**config.mk**
```make
export PLATFORM = sky130hd
export DESIGN_NAME = mem_stage_ob
export DESIGN_NICKNAME = d
export VERILOG_FILES = /design/src/rtl/mem_stage_ob.sv
export SDC_FILE = /design/constraint.sdc
export NUM_CORES = 1
export LEC_CHECK = 0
export CORE_MARGIN = 4
export CORE_UTILIZATION = 60
export DETAILED_ROUTE_END_ITERATION = 10
export DONT_BUFFER_PORTS = 1
export PLACE_DENSITY = 0.74
export SYNTH_ARGS = -nofsm -noshare
export SYNTH_HDL_FRONTEND = slang
export SYNTH_SLANG_ARGS = --single-unit
```
**constraint.sdc**
```tcl
create_clock -name clk -period 8.35 [get_ports clk]
set_input_delay 0.4175 -clock clk [delete_from_list [all_inputs] [get_ports clk]]
set_output_delay 0.4175 -clock clk [all_outputs]
set_load 0.005 [all_outputs]
```
**src/rtl/mem_stage_ob.sv**
```systemverilog
// MEM stage in-order buffer: holds EXE handoffs until their bus response arrives,
// then delivers them to WB in program order. Cancelled responses are dropped via a discard count.
module mem_stage_ob_entry #(
    parameter int INFO_W = 38
) (
    input  logic              clk,
    input  logic              resetn,
    input  logic              wr,
    input  logic              clr,
    input  logic              cpl,
    input  logic [INFO_W-1:0] in_info,
    input  logic [31:0]       in_res,
    input  logic [3:0]        in_ld,
    input  logic [6:0]        in_exc,
    input  logic              in_wait,
    input  logic [31:0]       rdata,
    output logic              vld,
    output logic              done,
    output logic              is_ld,
    output logic [INFO_W-1:0] info,
    output logic [31:0]       wdata,
    output logic [6:0]        exc
);
    logic [3:0]  ld;
    logic [7:0]  b;
    logic [15:0] h;
    logic [31:0] ld_data;

    // wdata holds the access address until the load data replaces it
    always_comb begin
        b = rdata[{wdata[1:0], 3'b000} +: 8];
        h = wdata[1] ? rdata[31:16] : rdata[15:0];
        if (ld[3])      ld_data = {{24{ld[0] & b[7]}}, b};
        else if (ld[2]) ld_data = {{16{ld[0] & h[15]}}, h};
        else            ld_data = rdata;
    end

    assign is_ld = |ld;

    always_ff @(posedge clk or negedge resetn) begin
        if (!resetn) begin
            vld   <= 1'b0;
            done  <= 1'b0;
            ld    <= '0;
            info  <= '0;
            wdata <= '0;
            exc   <= '0;
        end else if (wr) begin
            vld   <= 1'b1;
            done  <= ~in_wait;
            ld    <= in_ld;
            info  <= in_info;
            wdata <= in_res;
            exc   <= in_exc;
        end else if (clr) begin
            vld  <= 1'b0;
            done <= 1'b0;
        end else if (cpl) begin
            done <= 1'b1;
            if (|ld) wdata <= ld_data;
        end
    end
endmodule

module mem_stage_ob #(
    parameter int DEPTH  = 2,
    parameter int INFO_W = 38
) (
    input  logic              clk,
    input  logic              resetn,
    input  logic              exe_valid,
    output logic              mem_allowin,
    input  logic [INFO_W-1:0] exe_info,
    input  logic [31:0]       exe_result,
    input  logic [3:0]        exe_ld,
    input  logic              exe_st,
    input  logic [6:0]        exe_exc,
    input  logic              data_ok,
    input  logic [31:0]       rdata,
    input  logic              cancel,
    input  logic              wb_allowin,
    output logic              mem_to_wb_valid,
    output logic [INFO_W-1:0] mem_info,
    output logic [31:0]       mem_wdata,
    output logic [6:0]        mem_exc,
    output logic              mem_exc_flush,
    output logic              mem_fwd_pending
);
    localparam int PW = (DEPTH > 1) ? $clog2(DEPTH) : 1;

    logic [PW-1:0] head, tail, tgt, idx;
    logic [PW:0]   count, discard, nwait, nwait_after;
    logic          dbg_err;
    logic          enq, deq, found, cpl_go, drop, in_wait, hv;

    logic [DEPTH-1:0]             vld, done, is_ld;
    logic [DEPTH-1:0][INFO_W-1:0] ent_info;
    logic [DEPTH-1:0][31:0]       ent_wdata;
    logic [DEPTH-1:0][6:0]        ent_exc;

    assign hv              = vld[head];
    assign mem_to_wb_valid = hv & done[head];
    assign mem_info        = hv ? ent_info[head]  : '0;
    assign mem_wdata       = hv ? ent_wdata[head] : '0;
    assign mem_exc         = hv ? ent_exc[head]   : '0;
    assign mem_exc_flush   = hv & (|ent_exc[head]);
    assign mem_fwd_pending = |(vld & ~done & is_ld);

    assign deq         = mem_to_wb_valid & wb_allowin;
    assign mem_allowin = (count < (PW+1)'(DEPTH)) | deq;
    assign enq         = exe_valid & mem_allowin & ~cancel;
    assign in_wait     = ((|exe_ld) | exe_st) & (exe_exc == 7'd0);
    assign drop        = data_ok & (discard != '0);
    assign cpl_go      = data_ok & (discard == '0) & found;

    // Oldest waiting entry: scan from youngest to oldest so the oldest wins
    always_comb begin
        found = 1'b0;
        tgt   = '0;
        idx   = '0;
        nwait = '0;
        for (int k = DEPTH - 1; k >= 0; k--) begin
            idx = head + PW'(k);
            if (vld[idx] & ~done[idx]) begin
                found = 1'b1;
                tgt   = idx;
                nwait = nwait + 1'b1;
            end
        end
        nwait_after = nwait - (PW+1)'(cpl_go);
    end

    genvar i;
    generate
        for (i = 0; i < DEPTH; i++) begin : g_ent
            mem_stage_ob_entry #(.INFO_W(INFO_W)) u_ent (
                .clk     (clk),
                .resetn  (resetn),
                .wr      (enq & (tail == PW'(i))),
                .clr     (cancel | (deq & (head == PW'(i)))),
                .cpl     (cpl_go & (tgt == PW'(i))),
                .in_info (exe_info),
                .in_res  (exe_result),
                .in_ld   (exe_ld),
                .in_exc  (exe_exc),
                .in_wait (in_wait),
                .rdata   (rdata),
                .vld     (vld[i]),
                .done    (done[i]),
                .is_ld   (is_ld[i]),
                .info    (ent_info[i]),
                .wdata   (ent_wdata[i]),
                .exc     (ent_exc[i])
            );
        end
    endgenerate

    always_ff @(posedge clk or negedge resetn) begin
        if (!resetn) begin
            head    <= '0;
            tail    <= '0;
            count   <= '0;
            discard <= '0;
            dbg_err <= 1'b0;
        end else begin
            if (cancel) begin
                head  <= '0;
                tail  <= '0;
                count <= '0;
            end else begin
                head  <= head + PW'(deq);
                tail  <= tail + PW'(enq);
                count <= count + (PW+1)'(enq) - (PW+1)'(deq);
            end
            // A response completing an entry on the cancel edge is not owed a drop
            discard <= discard - (PW+1)'(drop) + (cancel ? nwait_after : '0);
            if (data_ok & (discard == '0) & ~found) dbg_err <= 1'b1;
        end
    end
endmodule

```
==> metrics.txt, run 1 <==
power density over cell area between 300 and 400 nW/um^2; top-count cell post-synth dfrtp_1; mapped cell area 10,150 um^2; first-pass GRT wire length 43,540 um; CP Capture Type flop; synthesized flop and latch total between 150 and 200; fin nets 1,005; Tmin final 4816 ps; WL per Instance 24.42 um; htree depth 4; slew margin rel. 20.24%; # diodes 0; die area 19,060 um^2; XOR/XNOR Fraction of Synth Area less than 1%; status complete, no violations; I/O pins ~200; Leak between 4 and 5 nW; setup violators final 0; number of global-route vias before repair 7,898; gr usage total 28.26%; area leader, netlist dfrtp_1; Std-Cell Rows 47; Pwr Total 3.342 mW; Placed Cells ~1,100; Post-CTS Repair Setup Buffers 0; TritonCTS Buffers 17; post-synthesis average cell area 11.09 um^2; Post-synth ARST share 100.0%; CP max FO 66; Post-synth EDFFs 0; Port Buffers 0; sequential area share after synthesis 42.41%; Overflow after GRT 0; min-delay worst type in -> async; TNS Setup 0 ps; fraction of layout cells with a size suffix above 1 roughly 22%; initial antenna violation count 0; count of different cell masters after synthesis 61; adder-cell share of the synthesized area 1.603%; Post-Synth Simple-Gate Area under 10%; top-area cell type share of the netlist area 42.41%; Die X 138.1 um; Mapped Cells 915; Hold Worst Slack ~3.9 ps; max-cap violations 0; startpoint types flop; DRT antenna net count 0; Skew-Pair Late Insertion Delay 440 ps; CP required 8670 ps; CP max-delay cell buf_4; clock-pin slew of the registers on the worst-case setup and hold paths ~70 ps; fmax between 0.2 and 0.25 GHz; top post-synthesis cells by count 172 x dfrtp_1, 124 x mux2i_1, 119 x mux2_2; via-per-instance ratio 6.751; Detailed Route Iter0 Violations 685; Max clock buf depth 2; post-synthesis compound-gate area fraction 12.73%; slowest stage delay, CP just under 900 ps; Synth warnings 0; worst-path cell chain buf_4 -> inv_1 -> or2_2 -> a21bo_2 -> inv_1 -> ha_1 -> or4b_4 -> inv_2 -> a41oi_4 -> buf_4 -> nor2_4 -> mux2_2; largest family of logic cells by synthesized area multiplexers; clock sink total around 170; VDD IR max 0.2014 mV; synthesis-to-layout area growth 7.162%; mux contribution to synthesized area 30.05%; top post-synthesis cells by area dfrtp_1 42%, mux2_2 13%, mux2i_1 12%; DRC 0; Hold Violations, Final 0; Final Cycle Share slightly below 60%; RSZ-0062 raised after global routing false; crit path kind reg -> reg; Placer Congestion 0.8873; Non-Filler Instances 1,105; First-pass DRT Iterations 5; CTS tree yes; Die Ht 138.1 um; Post-DP HPWL between 15,000 and 20,000 um; Routed Wire Length 26,980 um; WP data arrival between 5000 and 6000 ps; prevailing post-synth register cell dfrtp_1; CTS resizes 0; Starting Density approximately 61%; largest net degree at the start of global routing roughly 170; slew at the pin closest to its max-slew limit approximately 1200 ps; vias ~7,500; Mapped Nets 1,048; Slew Limit Fails 0; core area 16,580 um^2; Setup Skew roughly 11 ps; Root Buffer clkbuf_16
## area by class of cell
class / instances / area (um^2)
multi-input combinational: 632 / 5445
tap: 220 / 275.3
clock buffer: 18 / 429.2
timing repair buffer: 12 / 110.1
inverter: 37 / 138.9
fill: 1300 / 5707
sequential: 172 / 4308
clock inverter: 14 / 170.2
## metal layers
metal / up-vias / part of all wire, % / GRT usage, %
met5: - / 0 / 0
met4: 0 / 3.3 / 10.56
li1: 3280 / - / -
met3: 65 / 10 / 9.634
met1: 3745 / 39 / 35.82
met2: 370 / 47 / 45.25
## power breakdown
part / total, mW / internal [mW] / leakage (nW) / switching, mW
clock network: 0.798 / 0.407 / 0.294 / 0.391
logic: 1.11 / 0.591 / 2.06 / 0.517
registers: 1.44 / 1.16 / 2.10 / 0.279
## timing repair
item / CTS / global route
hold endpoints to repair: 172 / 0
endpoints found under the setup margin: 0 / 0
hold buffers: 1 / 0
## logic make-up (layout without fill, tap and decap cells)
group / Yosys count / count (layout)
AO/OA/AOI/OAI: 166 / 166
XOR/XNOR: 6 / 6
adder cells (fa/ha/maj): 13 / 13
buffers and inverters: 111 / 81
flip-flops: 172 / 172
multiplexers: 270 / 270
AND/OR/NAND/NOR: 177 / 177
## worst max-delay path, delay by kind of cell (launching register included)
kind | cells | cell delay [ps]
buf+inv | 5 | 1560
flops | 1 | 680
compound gates | 2 | 310
simple gates | 3 | 1430
mux | 1 | 420
fa+ha+maj | 1 | 180
## metrics by stage
stage               utilization [%]  worst slack, ps  instance area, um^2
finish                        65.59             3534                10880
CTS                           65.59             3559                10880
global placement              61.81             3668                10250
global route                  65.59             3313                10880
floorplan                         -             5110                10150
detailed placement            61.81             3568                10250
## sequential cells by signal, summed over array words and instances, names as in the netlist
| signal | flops |
|---|---|
| g_ent.u_ent.wdata | 64 |
| count | 2 |
| tail | 1 |
| discard | 2 |
| g_ent.u_ent.info | 76 |
| g_ent.u_ent.ld | 8 |
| head | 1 |
| g_ent.u_ent.vld | 2 |
| g_ent.u_ent.done | 2 |
| g_ent.u_ent.exc | 14 |
## layout by cell type (no fill, tap or decap), types with 19 or more instances in the layout
cell	netlist	layout
mux2_2	119	119
o21ai_0	21	21
inv_1	36	36
a21oi_1	19	19
dfrtp_1	172	171
mux2i_1	124	123
nand2_1	26	26
nor2_1	99	99
a221oi_1	27	27
## final timing paths
check / startpoint / end / slack (ps) / depth (start not counted)
min in group clk: cancel / count[0] / 40 / 1
setup / recovery: head / g_ent[1].u_ent.wdata[0] / 3530 / 12
hold reg to reg: g_ent[0].u_ent.wdata[11] / g_ent[0].u_ent.wdata[11] / 490 / 1
max in group asynchronous: resetn / head / 7570 / 1
hold / removal: resetn / g_ent[1].u_ent.wdata[25] / 4 / 1
setup reg to reg: head / g_ent[1].u_ent.wdata[0] / 3530 / 12
No activity file was read; power rests on OpenSTA's default activity.
==> run 2: changes to the inputs <==
Settings changed: CORE_UTILIZATION 60 to 58.
Clock period 8.35 ns to 4.1 ns, I/O delays scaled along.
==> metrics.txt, run 2 (synthesis results as in run 1) <==
crit path kind reg -> reg; First-pass DRT Iterations 5; max-cap violations 0; Skew-Pair Late Insertion Delay between 400 and 500 ps; Std-Cell Rows 48; status finished, violations left; Tmin final 3361 ps; Port Buffers 0; top flop regs g_ent.u_ent.info (76), g_ent.u_ent.wdata (64), g_ent.u_ent.exc (14); clock sink total ~170; max reg flops 76; # fillers roughly 1,300; reg2reg end g_ent[0].u_ent.wdata[6]; Placed Cells between 1,000 and 1,500; CP max-delay cell ha_4; Root Buffer clkbuf_16; die area 19,680 um^2; Hold Violations, Final 172; htree depth 4; clock-pin slew of the registers on the worst-case setup and hold paths 70 ps; Die X about 140 um; DRC 0; final worst setup slack 739.0 ps; Starting Density 58.89%; I/O pins 201; Post-CTS Repair Setup Buffers 0; Post-DP HPWL ~18,000 um; core area 17,240 um^2; largest net degree at the start of global routing around 170; CP required 4420 ps; crit path from head; Die Ht 140.3 um; Multi-input gate area 5445 um^2; most frequent cells in the layout 171 x dfrtp_1, 123 x mux2i_1, 119 x mux2_2, 99 x nor2_1, 52 x dlygate4sd3_1; worst-path cell chain nor2b_1 -> a32o_1 -> a21bo_2 -> and3b_1 -> ha_4 -> inv_1 -> a2bb2oi_4 -> buf_4 -> mux2_2; CP max FO 45; TNS Setup 0 ps; fraction of layout cells with a size suffix above 1 21.41%; Overflow after GRT 0; startpoint types flop; CTS resizes 0; Slew Limit Fails 0; Max clock buf depth 2; sequential share of power 42.9%; Critical path buffers and inverters 2; Non-Filler Instances 1,165; slew at the pin closest to its max-slew limit 1132 ps; Placer Congestion 0.8972; failing checks hold timing; Detailed Route Iter0 Violations 735; synthesis-to-layout area growth 12.02%; via-per-instance ratio around 6.6; gr usage total 28.84%; slowest stage delay, CP 540 ps; RSZ-0062 raised after global routing false; TritonCTS Buffers 17; Crit. path cell count 9; Setup Skew between 15 and 20 ps; power density over cell area 599.9 nW/um^2; WP data arrival 3680 ps; WL per Instance between 20 and 25 um; FF-to-FF setup slack 740 ps; slew margin rel. 24.28%; DRT antenna net count 0; Routed Wire Length ~28,000 um; Final Cycle Share 81.98%; first-pass GRT wire length 44,980 um; Logic pwr share between 30 and 40%; Leak 4.659 nW; initial antenna violation count 1; min-delay worst type in -> async; Sw Pwr 2.414 mW; CP Capture Type flop; sequential standard cell area 4308 um^2; clock network fraction of design power about a quarter; reg2reg path depth 9; VDD IR max 0.4346 mV; Critical Path Sink g_ent[0].u_ent.wdata[6]; number of global-route vias before repair 8,016; CP delay by family, top buffers and inverters; P_int 4.407 mW; pre-CTS WS about 760 ps; fin nets 1,059; commonest non-fill, non-tap cell in the layout dfrtp_1; vias a little under 8,000; fmax 0.2975 GHz; largest reg by FF count g_ent.u_ent.info; setup violators final 0; CTS tree yes; sw frac a little over a third; FF-to-FF Start head; Hold Worst Slack -539.2 ps; CTS Hold Buffers Added 52
[run 2: changes by cell type in the layout (fill, tap and decap cells not counted), moves of 2 or more]
| cell | before | now |
|---|---|---|
| buf_4 | 11 | 14 |
| clkinv_8 | 4 | 1 |
| inv_6 | 2 | 5 |
| inv_8 | 7 | 5 |
| dlygate4sd3_1 | 0 | 52 |
[run 2: worst min-delay path by stage]
stage	from	end	slack, ps
finish	resetn	g_ent[0].u_ent.wdata[25]	-540
detailed placement	resetn	g_ent[0].u_ent.wdata[22]	-90
global placement	resetn	g_ent[1].u_ent.wdata[25]	-80
floorplan	resetn	count[0]	-90
global route	resetn	g_ent[0].u_ent.wdata[22]	-560
CTS	resetn	g_ent[0].u_ent.wdata[13]	-550
[run 2: cell type report]
class | count | share of cell area, %
clock buffer | 18 | 3.775
timing repair buffer | 66 | 5.502
clock inverter | 14 | 1.222
tap | 225 | 2.476
multi-input combinational | 632 | 47.89
inverter | 37 | 1.222
antenna | 1 | 0.02201
sequential | 172 | 37.89
[run 2: routing by layer]
layer	share of wire, %	up-vias	track usage, %	wire length [um]
li1	-	3394	-	-
met1	38	3858	35.86	10740
met2	48	404	47.15	13800
met3	10	79	8.535	2954
met4	3.4	0	12.09	964
met5	0	-	0	0
[run 2: power groups by stage]
stage	combinational (mW)	sequential (mW)	clock [mW]
floorplan	1.98	2.65	0
global placement	2.12	2.88	0
detailed placement	2.23	2.94	0
CTS	2.29	2.91	1.61
global route	2.52	3.01	1.69
finish	2.31	2.93	1.59
[run 2: through the flow]
stage / cell area [um^2] / util [%] / total power, mW
global route: 11370 / 65.96 / 7.216
floorplan: 10150 / - / 4.630
finish: 11370 / 65.96 / 6.821
detailed placement: 10280 / 59.63 / 5.167
CTS: 11370 / 65.95 / 6.807
global placement: 10280 / 59.63 / 4.997
[run 2: worst reg2reg max path: stages (launching register included)]
cell       delay (ps)
dfrtp_4           530
nor2b_1           210
a32o_1            230
a21bo_2           190
and3b_1           320
ha_4              540
inv_1             180
a2bb2oi_4         140
buf_4             460
mux2_2            440
==> run 3: changes to the inputs <==
Clock period 4.1 ns to 2.7 ns, I/O delays scaled along.
==> metrics.txt, run 3 (synthesis results as in run 1) <==
status finished, violations left; top flop regs g_ent.u_ent.info (76), g_ent.u_ent.wdata (64), g_ent.u_ent.exc (14); initial antenna violation count 1; fin nets 1,175; largest net degree at the start of global routing ~170; synthesis-to-layout area growth 28.39%; CP Capture Type flop; gr usage total 31.08%; first-pass GRT wire length 49,000 um; reg2reg path depth 13; Std-Cell Rows 48; min-delay worst type in -> async; power density over cell area 875.0 nW/um^2; FF-to-FF Start head; max-cap violations 0; slew at the pin closest to its max-slew limit 1070 ps; Leak 5.483 nW; Non-Filler Instances about 1,300; Routed Wire Length around 32,000 um; fraction of layout cells with a size suffix above 1 roughly 30%; number of global-route vias before repair 8,839; First-pass DRT Iterations 6; Setup Skew 10.36 ps; # fillers 1,053; clock sink total 172; CTS Hold Buffers Added between 80 and 90; Detailed Route Iter0 Violations 874; setup violators final 68; RSZ-0062 raised after global routing true; Hold Violations, Final 172; most frequent cells in the layout 171 x dfrtp_1, 121 x mux2i_1, 105 x mux2_2, 95 x nor2_1, 81 x dlygate4sd3_1; vias 8,573; CP max-delay cell or4b_4; DRC 0; CP max FO 6; Skew-Pair Late Insertion Delay 430 ps; CP most frequent cell ha_4; Max clock buf depth 2; final worst setup slack -412.6 ps; max reg flops 76; VDD IR max 0.5171 mV; via-per-instance ratio 6.692; die area 19,680 um^2; core area 17,240 um^2; Starting Density 58.89%; CP required 3050 ps; WP data arrival approximately 3500 ps; largest reg by FF count g_ent.u_ent.info; CP delay by family, top adder cells; Placer Congestion 0.8740; Die Ht 140.3 um; Critical path buffers and inverters 2; WL per Instance 25.21 um; TritonCTS Buffers 17; FF-to-FF setup slack -410 ps; fmax between 0.3 and 0.4 GHz; Die X 140.3 um; Slew Limit Fails 0; worst-path cell chain mux2i_4 -> a211o_1 -> ha_2 -> or4b_4 -> inv_4 -> ha_4 -> nand2b_4 -> ha_4 -> inv_2 -> ha_4 -> xnor2_2 -> xnor2_1 -> xnor2_1; Final Cycle Share 115.3%; CTS tree yes; Root Buffer clkbuf_16; I/O pins between 200 and 250; reg2reg end discard[1]; failing checks hold timing, setup timing; Port Buffers 0; Placed Cells 1,131; slew margin rel. 28.65%; htree depth 4; DRT antenna net count 0; Post-DP HPWL 19,330 um; clock-pin slew of the registers on the worst-case setup and hold paths about 70 ps; Hold Worst Slack -601.1 ps; TNS Setup -17,950 ps; Tmin final 3113 ps; Overflow after GRT 0; startpoint types flop; slowest stage delay, CP between 500 and 600 ps; Pwr Total 11.40 mW; crit path kind reg -> reg; commonest non-fill, non-tap cell in the layout dfrtp_1
-- run 3: cell count changes in the layout (fill, tap and decap cells not counted), sizes merged, moves of 2 or more --
cell         before  now
buf              14   94
dlygate4sd3      52   81
clkbuf           18   25
bufinv            0    4
inv              47   43
clkinv            4    2
-- run 3: worst reg2reg max path: cells and delay by family, from the launching register on --
kind	cells	cell delay, ps
DFF	1	530
muxes	1	200
adders and majority gates	4	770
buffers and inverters	2	130
AOI/OAI and AO/OA	1	260
and+or+nand+nor	2	680
xor gates and xnor gates	3	460
-- run 3: worst max-delay path by stage --
stage,endpoint,slack (ps),cells past startpoint,start
after detailed placement,discard[1],-420,13,head
after global placement,discard[1],-330,13,head
final,discard[1],-410,13,head
after CTS,g_ent[0].u_ent.wdata[15],-410,10,head
after global routing,discard[1],-500,13,head
after floorplan,discard[1],-350,14,head
-- run 3: layout make-up --
class                   count  area, um^2  area share, %
clock buffers              19       442.9          3.399
inverters                  37       143.9          1.104
clock inverters            13       202.7          1.555
diodes                      1       2.502        0.01920
flip-flops and latches    172        4308          33.06
well taps                 225       281.5          2.160
multi-input cells         632        5679          43.58
repair buffers            182        1971          15.12
-- run 3: through the flow --
step | hold slack [ps] | area (um^2) | utilization, % | setup slack, ps
finish | -601.1 | 13030 | 75.60 | -412.6
global route | -619.4 | 13030 | 75.60 | -495.7
global placement | -154.6 | 10810 | 62.74 | -326.2
detailed placement | -156.0 | 10810 | 62.74 | -417.9
CTS | -615.0 | 12690 | 73.64 | -410.9
floorplan | -160.6 | 10260 | - | -353.1
-- run 3: repair_timing --
| action | CTS | global route |
|---|---|---|
| pin swaps | 16 | 7 |
| setup buffers | 14 | 13 |
| gates resized for setup | 43 | 53 |
| setup endpoints to repair | 159 | 112 |
| hold endpoints to repair | 321 | 172 |
| cloned | 7 | 8 |
-- run 3: layer usage --
layer | vias to the layer above | global-route usage, % | share of wire (%)
li1 | 3629 | - | -
met1 | 4296 | 38.73 | 37
met2 | 542 | 51.74 | 48
met3 | 106 | 8.399 | 10
met4 | 0 | 12.14 | 4.3
met5 | - | 0 | 0
-- run 3: power breakdown --
group          internal, mW  switching (mW)  total [mW]
Sequential             3.58           0.774        4.36
Combinational          2.37            1.96        4.33
Clock                  1.60            1.11        2.72
